$ cat src/rtl/mem_port_arbiter_pkg.sv
// Shared CPU memory-port definitions: bus width defaults and the
// read-owner encoding used to tag returning RAM data.
package mem_port_arbiter_pkg;

    localparam int ADDR_W_DEF = 16;
    localparam int DATA_W_DEF = 16;

    typedef enum logic [1:0] {
        OWN_NONE = 2'd0,
        OWN_IF   = 2'd1,
        OWN_MS   = 2'd2
    } owner_e;

endpackage

$ cat src/rtl/mem_port_arbiter.sv
// Single-port RAM arbiter between fetch (read-only) and memory stage.
// Memory stage wins ties; a burst counter bounds how long fetch can starve.
module mem_port_arbiter
    import mem_port_arbiter_pkg::*;
#(
    parameter int ADDR_W       = ADDR_W_DEF,
    parameter int DATA_W       = DATA_W_DEF,
    parameter int MAX_MS_BURST = 4
) (
    input  logic              clk,
    input  logic              rst,
    input  logic              freeze,
    input  logic              if_req,
    input  logic [ADDR_W-1:0] if_addr,
    output logic              if_gnt,
    output logic              if_rvalid,
    output logic [DATA_W-1:0] if_rdata,
    input  logic              ms_req,
    input  logic              ms_we,
    input  logic [ADDR_W-1:0] ms_addr,
    input  logic [DATA_W-1:0] ms_wdata,
    output logic              ms_gnt,
    output logic              ms_rvalid,
    output logic [DATA_W-1:0] ms_rdata,
    output logic [ADDR_W-1:0] ram_addr,
    output logic              ram_we,
    output logic [DATA_W-1:0] ram_wdata,
    input  logic [DATA_W-1:0] ram_rdata
);

    localparam logic [3:0] LP_MAX = 4'(MAX_MS_BURST);

    logic [3:0] r_burst_cnt;
    owner_e     r_rd_owner;
    logic       w_open;
    logic       w_ms_win;
    logic       w_if_win;

    always_comb begin
        w_open   = !rst && !freeze;
        w_ms_win = w_open && ms_req
                   && (!if_req || (r_burst_cnt < LP_MAX));
        w_if_win = w_open && if_req && !w_ms_win;
    end

    assign if_gnt    = w_if_win;
    assign ms_gnt    = w_ms_win;

    assign ram_addr  = w_ms_win ? ms_addr : if_addr;
    assign ram_we    = w_ms_win && ms_we;
    assign ram_wdata = ms_wdata;

    // Counts memory-stage wins while fetch is waiting; held under freeze.
    always_ff @(posedge clk) begin
        if (rst) begin
            r_burst_cnt <= 4'd0;
        end else if (w_ms_win && if_req) begin
            if (r_burst_cnt < LP_MAX) begin
                r_burst_cnt <= r_burst_cnt + 4'd1;
            end
        end else if (w_if_win || !if_req) begin
            r_burst_cnt <= 4'd0;
        end
    end

    always_ff @(posedge clk) begin
        if (rst) begin
            r_rd_owner <= OWN_NONE;
        end else if (w_if_win) begin
            r_rd_owner <= OWN_IF;
        end else if (w_ms_win && !ms_we) begin
            r_rd_owner <= OWN_MS;
        end else begin
            r_rd_owner <= OWN_NONE;
        end
    end

    // A read caught by reset is dropped, including the cycle rst is high.
    assign if_rvalid = (r_rd_owner == OWN_IF) && !rst;
    assign ms_rvalid = (r_rd_owner == OWN_MS) && !rst;

    assign if_rdata  = ram_rdata;
    assign ms_rdata  = ram_rdata;

endmodule

$ cat config.mk
export PLATFORM = sky130hd
export DESIGN_NAME = mem_port_arbiter
export DESIGN_NICKNAME = d
export VERILOG_FILES = /design/src/rtl/mem_port_arbiter_pkg.sv /design/src/rtl/mem_port_arbiter.sv
export SDC_FILE = /design/constraint.sdc
export NUM_CORES = 1
export LEC_CHECK = 0
export CORE_AREA = 2 2 66 68
export CTS_BUF_LIST = sky130_fd_sc_hd__clkbuf_16
export CTS_CLUSTER_SIZE = 25
export DETAILED_ROUTE_END_ITERATION = 6
export DIE_AREA = 0 0 68 70
export PLACE_DENSITY_LB_ADDON = 0.08
export SLEW_MARGIN = 20
export SYNTH_ARGS = -nofsm -noshare
export SYNTH_HDL_FRONTEND = slang
export SYNTH_SLANG_ARGS = --single-unit
export TNS_END_PERCENT = 20
$ cat constraint.sdc
create_clock -name clk -period 1.9 [get_ports clk]
set_input_delay 0.38 -clock clk [delete_from_list [all_inputs] [get_ports clk]]
set_output_delay 0.38 -clock clk [all_outputs]
set_load 0.005 [all_outputs]
Word level (Yosys, flattened, before mapping)
Index checks and enable logic that the tools add are counted.
Cells by class
  magnitude comparators: 1
  multiply operators: 0
  reductions and logical operators: 20
  bitwise gates (word level): 0
  $add $sub $neg: 1
  div/mod/pow operators: 0
  equality and inequality tests: 3
  multiplexer cells: 6
  shift-type cells: 0
Operators with widths (number)
  two-way mux 16 bit: 1
  two-way mux 4 bit: 3
  logical AND 1 bit: 10
  logical NOT 1 bit: 5
  adder 4 x 1 -> 4 bit, second input constant: 1
  less-than comparator 4 x 3 -> 1 bit, second input constant: 1
  == test 2 x 1 -> 1 bit, second input constant: 1
  == test 2 bit, second input constant: 1
  logical OR 1 bit: 2
  two-way mux 2 bit: 1
  != test 2 x 1 -> 1 bit, second input constant: 1
  AND reduction 2 bit: 1
  nonzero test 2 bit: 1
  OR reduction 2 bit: 1
  two-way mux 1 bit: 1
Storage, ports and cells
  memories kept: 0
  bits of input ports: 70
  latch bits: 0
  ROM bits: 0
  output and inout port bits: 69
  flip-flop bits (word level): 6
  RAM bits: 0

Longest topological paths before layout
Gate-level depths: netlist of run 1.
  word-level depth: 9
  gate-level depth with buffers: 5

Worst setup path before layout of run 1
No wires, ideal clock.
  kind: input to output
  start point: input port freeze
  end point: output port ram_addr[10]
  data required time: 1.520 ns
  buffers on the path: 2
  data arrival time: 1.390 ns
  cell stages on the path: 5
  slack: 0.130 ns
  cell sequence: buf_6 nor3b_4 nand2_4 buf_6 mux2_4
Between the ends
  word-level cells in the longest chain between the ends: 5
Ends and longest elaborated chain
  start: declaration: line mem_port_arbiter.sv:12  | input logic freeze,
  logical NOT 1 bit: line mem_port_arbiter.sv:40  | w_open = !rst && !freeze;
  logical AND 1 bit: line mem_port_arbiter.sv:40
  logical AND 1 bit: line mem_port_arbiter.sv:41  | w_ms_win = w_open && ms_req
  logical AND 1 bit: line mem_port_arbiter.sv:42  | && (!if_req || (r_burst_cnt < LP_MAX));
  two-way mux 16 bit: line mem_port_arbiter.sv:49  | assign ram_addr = w_ms_win ? ms_addr : if_addr;
  end: declaration: line mem_port_arbiter.sv:25  | output logic [ADDR_W-1:0] ram_addr,
Every way passes these cells.

Worst setup path in the final report of run 1
  start point: input port if_req
  end point: output port ram_addr[8]
Between the ends
  word-level cells in the longest chain between the ends: 4
Ends and longest elaborated chain
  start: declaration: line mem_port_arbiter.sv:13  | input logic if_req,
  logical NOT 1 bit: line mem_port_arbiter.sv:42
  logical OR 1 bit: line mem_port_arbiter.sv:42
  logical AND 1 bit: line mem_port_arbiter.sv:42
  two-way mux 16 bit: line mem_port_arbiter.sv:49
Every way passes these cells.

==> reports/metrics.yaml, run 1 <==
run_status:
  status: "finished, final reports clean"
timing:
  slew_violations: 0
  rsz0062_at_grt: "true"
  relSlewSlack: 0.811
  timing.final.crit_share: 0.994
  skew_ns: 0.00190
  tns_ns: 0
  finalHoldViolCount: 0
  min_period_ns: 1.89
  worstMarginPinSlew_ns: 0.282
  setup_viol: 0
  whs_ns: 0.465
  fmaxAchievable_ghz: 0.529
clock_network:
  cts_max_level: 1
  cts_buffer_depth: 2
  cts_tree: "done"
  holdBufCountCts: 0
  cts_root_buf: "clkbuf_16"
  cts_sinks: 6
  clk_latency_ns: 0.23
  path_clk_slew_ns: 0.03
  cts_buffers: 3
detailed_routing:
  viasPerCell: 4.25
  firstDrtPassIters: 4
  remaining_drc_errors: 0
  wl_per_cell_um: 13.1
  drt-total-wl_um: 2330
  vias: 757
  dr.first_iter.drc_count: 10
  drtAntennaViolNets: 0
layout:
  finalInstanceArea_um2: 1410
  area_growth_pct: 63.4
  final_nets: 199
  diodes: 0
  drive_above_1_share: 0.508
setup_path:
  crit_fanout: 4
  cp-start-kind: "input pin"
  crit_top_cell: "buf_12"
  cp-end-kind: "output port"
  required_ns: 1.52
  crit_chain: "dlygate4sd2_1, o21ai_4, buf_12, buf_12, nand2_8, mux2_4, buf_6"
  cp_slowest_cell: "mux2_4"
  max_stage_delay_ns: 0.30
  crit_arrival_ns: 1.51
  crit_type: "input pin to output port"
synth:
  synth_seq_area_share: 0.139
  post_synth_instance_area_um2: 865
  ys_ff_latch: 6
  yosysWarnings: 0
  ys_types: 19
  synth_nets: 165
  avgSynthCellArea_um2: 9.20
  yosys.area.top_type: "buf_4"
  yosys-top-cells-area: "buf_4 (42%), dfxtp_1 (14%), mux2_4 (14%)"
  synthDominantCellAreaShare: 0.417
  synthCells: 94
power:
  swShare: 0.187
  power.static_leakage_nw: 0.656
  pwr-share-clk: 0.500
  powerDensity_nw_per_um2: 477
  p_sw_uw: 126
  p_comb_frac: 0.307
  irDropWorstVdd_mv: 0.204
  power.internal_uw: 547
  power_frac_seq: 0.193
floorplan:
  std_cell_rows: 24
  die_height_um: 70
  core_area_um2: 4140
  initial_core_util: 0.209
  fp.dieW_um: 68
  dieArea_um2: 4760
  num_io_pins: 139
placed_design:
  io_buffers: 58
  dp_hpwl_um: 1510
  place_area_um2: 1180
  gp_congestion: 0.641
global_routing:
  grt_max_degree: 7
  grt_usage: 0.105
  grt_pass1_wl_um: 3680
  antenna_found_initial: 0
  grt_pass1_vias: 846
  grt_overflow: 0
job:
  drv_cap: 0
hold_path:
  worstHoldPathType: "input pin to register"
[repair_timing]
| item | in CTS | in global routing |
|---|---|---|
| buffers inserted | 11 | 0 |
| endpoints found under the hold margin | 0 | 0 |
| endpoints found under the setup margin | 21 | 19 |
| cloned | 3 | 0 |
| gates resized for setup | 88 | 15 |
| pin swaps | 4 | 0 |
[flip-flops by register name, summed over array words and instances, names as in the netlist]
| register | count |
|---|---|
| r_burst_cnt | 4 |
| r_rd_owner | 2 |
[cells in the final DEF (no fill, tap or decap)]
master and instances:
and3_2 1, dfxtp_1 6, ha_1 1, nand2_1 1, clkdlybuf4s50_1 35, buf_2 6
inv_1 1, nor3b_4 1, clkbuf_2 8, a22oi_1 1, buf_12 2, clkbuf_16 3
nor2_1 6, mux2_4 16, nand2b_1 1, dlygate4sd2_1 3, a32oi_1 2, buf_4 12
a211oi_1 2, buf_6 10, nor3_1 1, o21ai_4 1, nand2_8 3, nand2_4 1
nor3b_1 2
[Yosys cell counts (all sizes together)]
cell type,count
a211oi,2
a22oi,1
a32oi,2
and3,1
buf,50
dfxtp,6
ha,1
inv,1
mux2,16
nand2,2
nand2b,1
nor2,6
nor3,1
nor3b,3
o21ai,1
[final cells by class]
class | count | area (µm²)
clock buffers | 3 | 75.1
fillers | 422 | 2730
inverters | 1 | 3.75
multi-input cells | 40 | 459
flip-flops and latches | 6 | 120
well taps | 52 | 65.1
repair buffers | 76 | 689
[critical path, delay by kind of cell]
kind | cells | cell delay [ns]
compound gates | 1 | 0.09
buf+inv | 4 | 0.65
simple gates | 1 | 0.08
mux | 1 | 0.30
[logic make-up after synthesis]
family	count (synthesis)	share of synthesized area
simple gates	14	0.104
mux	16	0.243
flops	6	0.139
fa+ha+maj	1	0.0145
buf+inv	51	0.447
compound gates	6	0.0521
[worst paths after layout]
path | start | to | slack, ns | cells past startpoint
worst max-delay path | if_req | ram_addr[8] | 0.01 | 7
worst min-delay path | freeze | r_rd_owner[0] | 0.47 | 3
worst max register to register | r_burst_cnt[3] | r_rd_owner[1] | 0.78 | 6
worst min register to register | r_burst_cnt[1] | r_burst_cnt[1] | 0.49 | 2
[through the flow]
| step | std cells | util | power, mW | setup slack (ns) |
|---|---|---|---|---|
| final | 178 | 0.341 | 0.673 | 0.0110 |
| after global routing | 178 | 0.341 | 0.700 | -0.0287 |
| after CTS | 178 | 0.344 | 0.681 | -0.00420 |
| after detailed placement | 161 | 0.285 | 0.327 | -0.692 |
| after global placement | 161 | 0.285 | 0.329 | -0.684 |
| after floorplan | 94 | - | 0.272 | 0.130 |
[power by group through the flow]
stage                     Clock [mW]  Combinational [mW]  Sequential [mW]
after global placement             0               0.198            0.132
final                          0.337               0.207            0.130
after CTS                      0.343               0.208            0.130
after detailed placement           0               0.196            0.131
after global routing           0.349               0.221            0.130
after floorplan                    0               0.141            0.131
[layer usage]
metal | GRT usage | wire length (µm) | vias to the layer above
met4 | 0.0733 | 102 | 0
met5 | 0 | 0 | -
met2 | 0.175 | 1140 | 66
met3 | 0.0403 | 277 | 20
li1 | - | - | 335
met1 | 0.102 | 806 | 336
(Power assumes the default switching activity.)
==> run 2: changes to the inputs <==
--- a/config.mk
+++ b/config.mk
@@ -7,10 +7,11 @@
 export LEC_CHECK = 0
 export CORE_AREA = 2 2 66 68
 export CTS_BUF_LIST = sky130_fd_sc_hd__clkbuf_16
-export CTS_CLUSTER_SIZE = 25
+export CTS_CLUSTER_SIZE = 10
 export DETAILED_ROUTE_END_ITERATION = 6
 export DIE_AREA = 0 0 68 70
 export PLACE_DENSITY_LB_ADDON = 0.08
+export SKIP_LAST_GASP = 1
 export SLEW_MARGIN = 20
 export SYNTH_ARGS = -nofsm -noshare
 export SYNTH_HDL_FRONTEND = slang
==> reports/metrics.yaml, run 2 (synthesis results as in run 1) <==
layout:
  final_core_util: 0.342  # +0.000905
  final_cells: 177  # -0.56%
  regMostFlops: "r_burst_cnt"
  final_common_cell: "clkdlybuf4s50_1"
  diodes: 0  # unchanged
  finalInstanceArea_um2: 1420  # +0.27%
  largest_reg_flops: 4  # unchanged
  final_nets: 198  # -0.50%
  drive_above_1_share: 0.512  # +0.00406
  final_cell_mix: "clkdlybuf4s50_1 (35), mux2_4 (16), buf_6 (11)"
  largestRegisters: "r_burst_cnt: 4 flops, r_rd_owner: 2 flops"
  area_growth_pct: 63.8
power:
  powerDensity_nw_per_um2: 476  # -0.15%
  power.static_leakage_nw: 0.648  # -1.2%
  total_power_uw: 674  # +0.12%
  irDropWorstVdd_mv: 0.203  # -0.20%
global_routing:
  grt_overflow: 0  # unchanged
  grt_usage: 0.105  # unchanged
  grt_max_degree: 7  # unchanged
  grt_pass1_vias: 845  # -0.12%
  antenna_found_initial: 0  # unchanged
  grt_pass1_wl_um: 3680  # unchanged
clock_network:
  cts_max_level: 1  # unchanged
  holdBufCountCts: 0  # unchanged
  cts_tree: "done"
  cts_buffer_depth: 2  # unchanged
  cts_sinks: 6  # unchanged
  clk_latency_ns: 0.23  # about the same
  cts_buffers: 3  # unchanged
  path_clk_slew_ns: 0.03  # about the same
  cts_root_buf: "clkbuf_16"
floorplan:
  core_area_um2: 4140  # unchanged
  dieArea_um2: 4760  # unchanged
  std_cell_rows: 24  # unchanged
  die_height_um: 70  # unchanged
  initial_core_util: 0.209  # unchanged
  num_io_pins: 139  # unchanged
  fp.dieW_um: 68  # unchanged
setup_path:
  required_ns: 1.52  # about the same
  crit_chain: "o21ai_4, buf_12, buf_12, nand2_8, mux2_4, buf_6"
  critical_path_buf_inv_count: 3  # -1
  crit_arrival_ns: 1.46  # -0.05 ns
  crit_fanout: 4  # unchanged
  cp_slowest_cell: "dfxtp_1"
  crit_top_cell: "buf_12"
  cp-start-kind: "register"
  cp-end-kind: "output port"
  cp_top_family: "buffers and inverters"
  crit_type: "register to output port"
  max_stage_delay_ns: 0.32  # +0.02 ns
timing:
  relSlewSlack: 0.773  # -0.0384
  rsz0062_at_grt: "false"
  setup_viol: 0  # unchanged
  min_period_ns: 1.84  # -0.0512 ns
  timing.final.crit_share: 0.967  # -0.0269
  skew_ns: 0.00209  # +0.000190 ns
  worstMarginPinSlew_ns: 0.339  # +0.0575 ns
  setup_ws_ns: 0.0622  # +0.0512 ns
  slew_violations: 0  # unchanged
  fmaxAchievable_ghz: 0.544  # +2.8%
  whs_ns: 0.495  # +0.0292 ns
  tns_ns: 0  # unchanged
  finalHoldViolCount: 0  # unchanged
hold_path:
  worstHoldPathType: "register to register"
job:
  drv_cap: 0  # unchanged
detailed_routing:
  drt-met1-wl_um: 816  # +1.2%
  vias: 732  # -3.3%
  wl_per_cell_um: 13.2  # +0.56%
  dr.first_iter.drc_count: 11  # +1
  drtAntennaViolNets: 0  # unchanged
  firstDrtPassIters: 4  # unchanged
  top_layer: "met4"
  drt-total-wl_um: 2330  # unchanged
  met3_wirelength_um: 278  # +0.36%
  remaining_drc_errors: 0  # unchanged
  viasPerCell: 4.14  # -2.8%
  dr_wl_met2_um: 1160  # +1.7%
placed_design:
  dp_hpwl_um: 1510  # unchanged
  io_buffers: 58  # unchanged
  placed_cells: 161  # unchanged
  place_area_um2: 1180  # unchanged
  pre_cts_ws_ns: -0.692  # unchanged
  gp_congestion: 0.641  # unchanged
run_status:
  status: "finished, final reports clean"
## run 2: cell types whose count changed in the layout (fill, tap and decap cells not counted)
cell,previous run,this run
a211oi_1,2,1
buf_4,12,10
dlygate4sd2_1,3,1
a211oi_2,0,1
buf_6,10,11
clkdlybuf4s15_1,0,2
## run 2: worst reg2reg max path, cell delays in order, from the launching register on
cell,delay (ns)
dfxtp_1,0.32
o21ai_4,0.19
buf_12,0.15
nand2_4,0.07
buf_4,0.13
buf_4,0.12
nor2_1,0.09
## run 2: layout make-up
cell class | instances | area (µm²)
Multi-Input combinational cell | 40 | 464
Tap cell | 52 | 65.1
Sequential cell | 6 | 120
Timing Repair Buffer | 75 | 688
Clock buffer | 3 | 75.1
Inverter | 1 | 3.75
Fill cell | 426 | 2730
## run 2: path summary, 6_finish.rpt
check | to | slack, ns | cells after the start | startpoint
worst max-delay path | ram_addr[8] | 0.06 | 6 | r_burst_cnt[3]
worst min-delay path | r_burst_cnt[1] | 0.49 | 2 | r_burst_cnt[1]
worst max register to register | r_rd_owner[1] | 0.77 | 6 | r_burst_cnt[3]
worst min register to register | r_burst_cnt[1] | 0.49 | 2 | r_burst_cnt[1]
## run 2: where the power goes
| part | switching, mW | internal [mW] | total (mW) |
|---|---|---|---|
| Sequential | 0.000929 | 0.129 | 0.130 |
| Combinational | 0.0585 | 0.149 | 0.208 |
| Clock | 0.0669 | 0.270 | 0.337 |
| Total | 0.126 | 0.548 | 0.674 |
## run 2: timing repair
action                                  in CTS  in global routing
pin swaps                                    3                  2
buffers inserted                            11                  0
gates resized for setup                     86                 22
gates cloned                                 3                  0
endpoints found under the setup margin      21                 19
## run 2: metal layers
layer,vias up,track usage
met5,-,0
met4,0,0.0733
met3,12,0.0403
met2,55,0.174
met1,332,0.103
li1,333,-
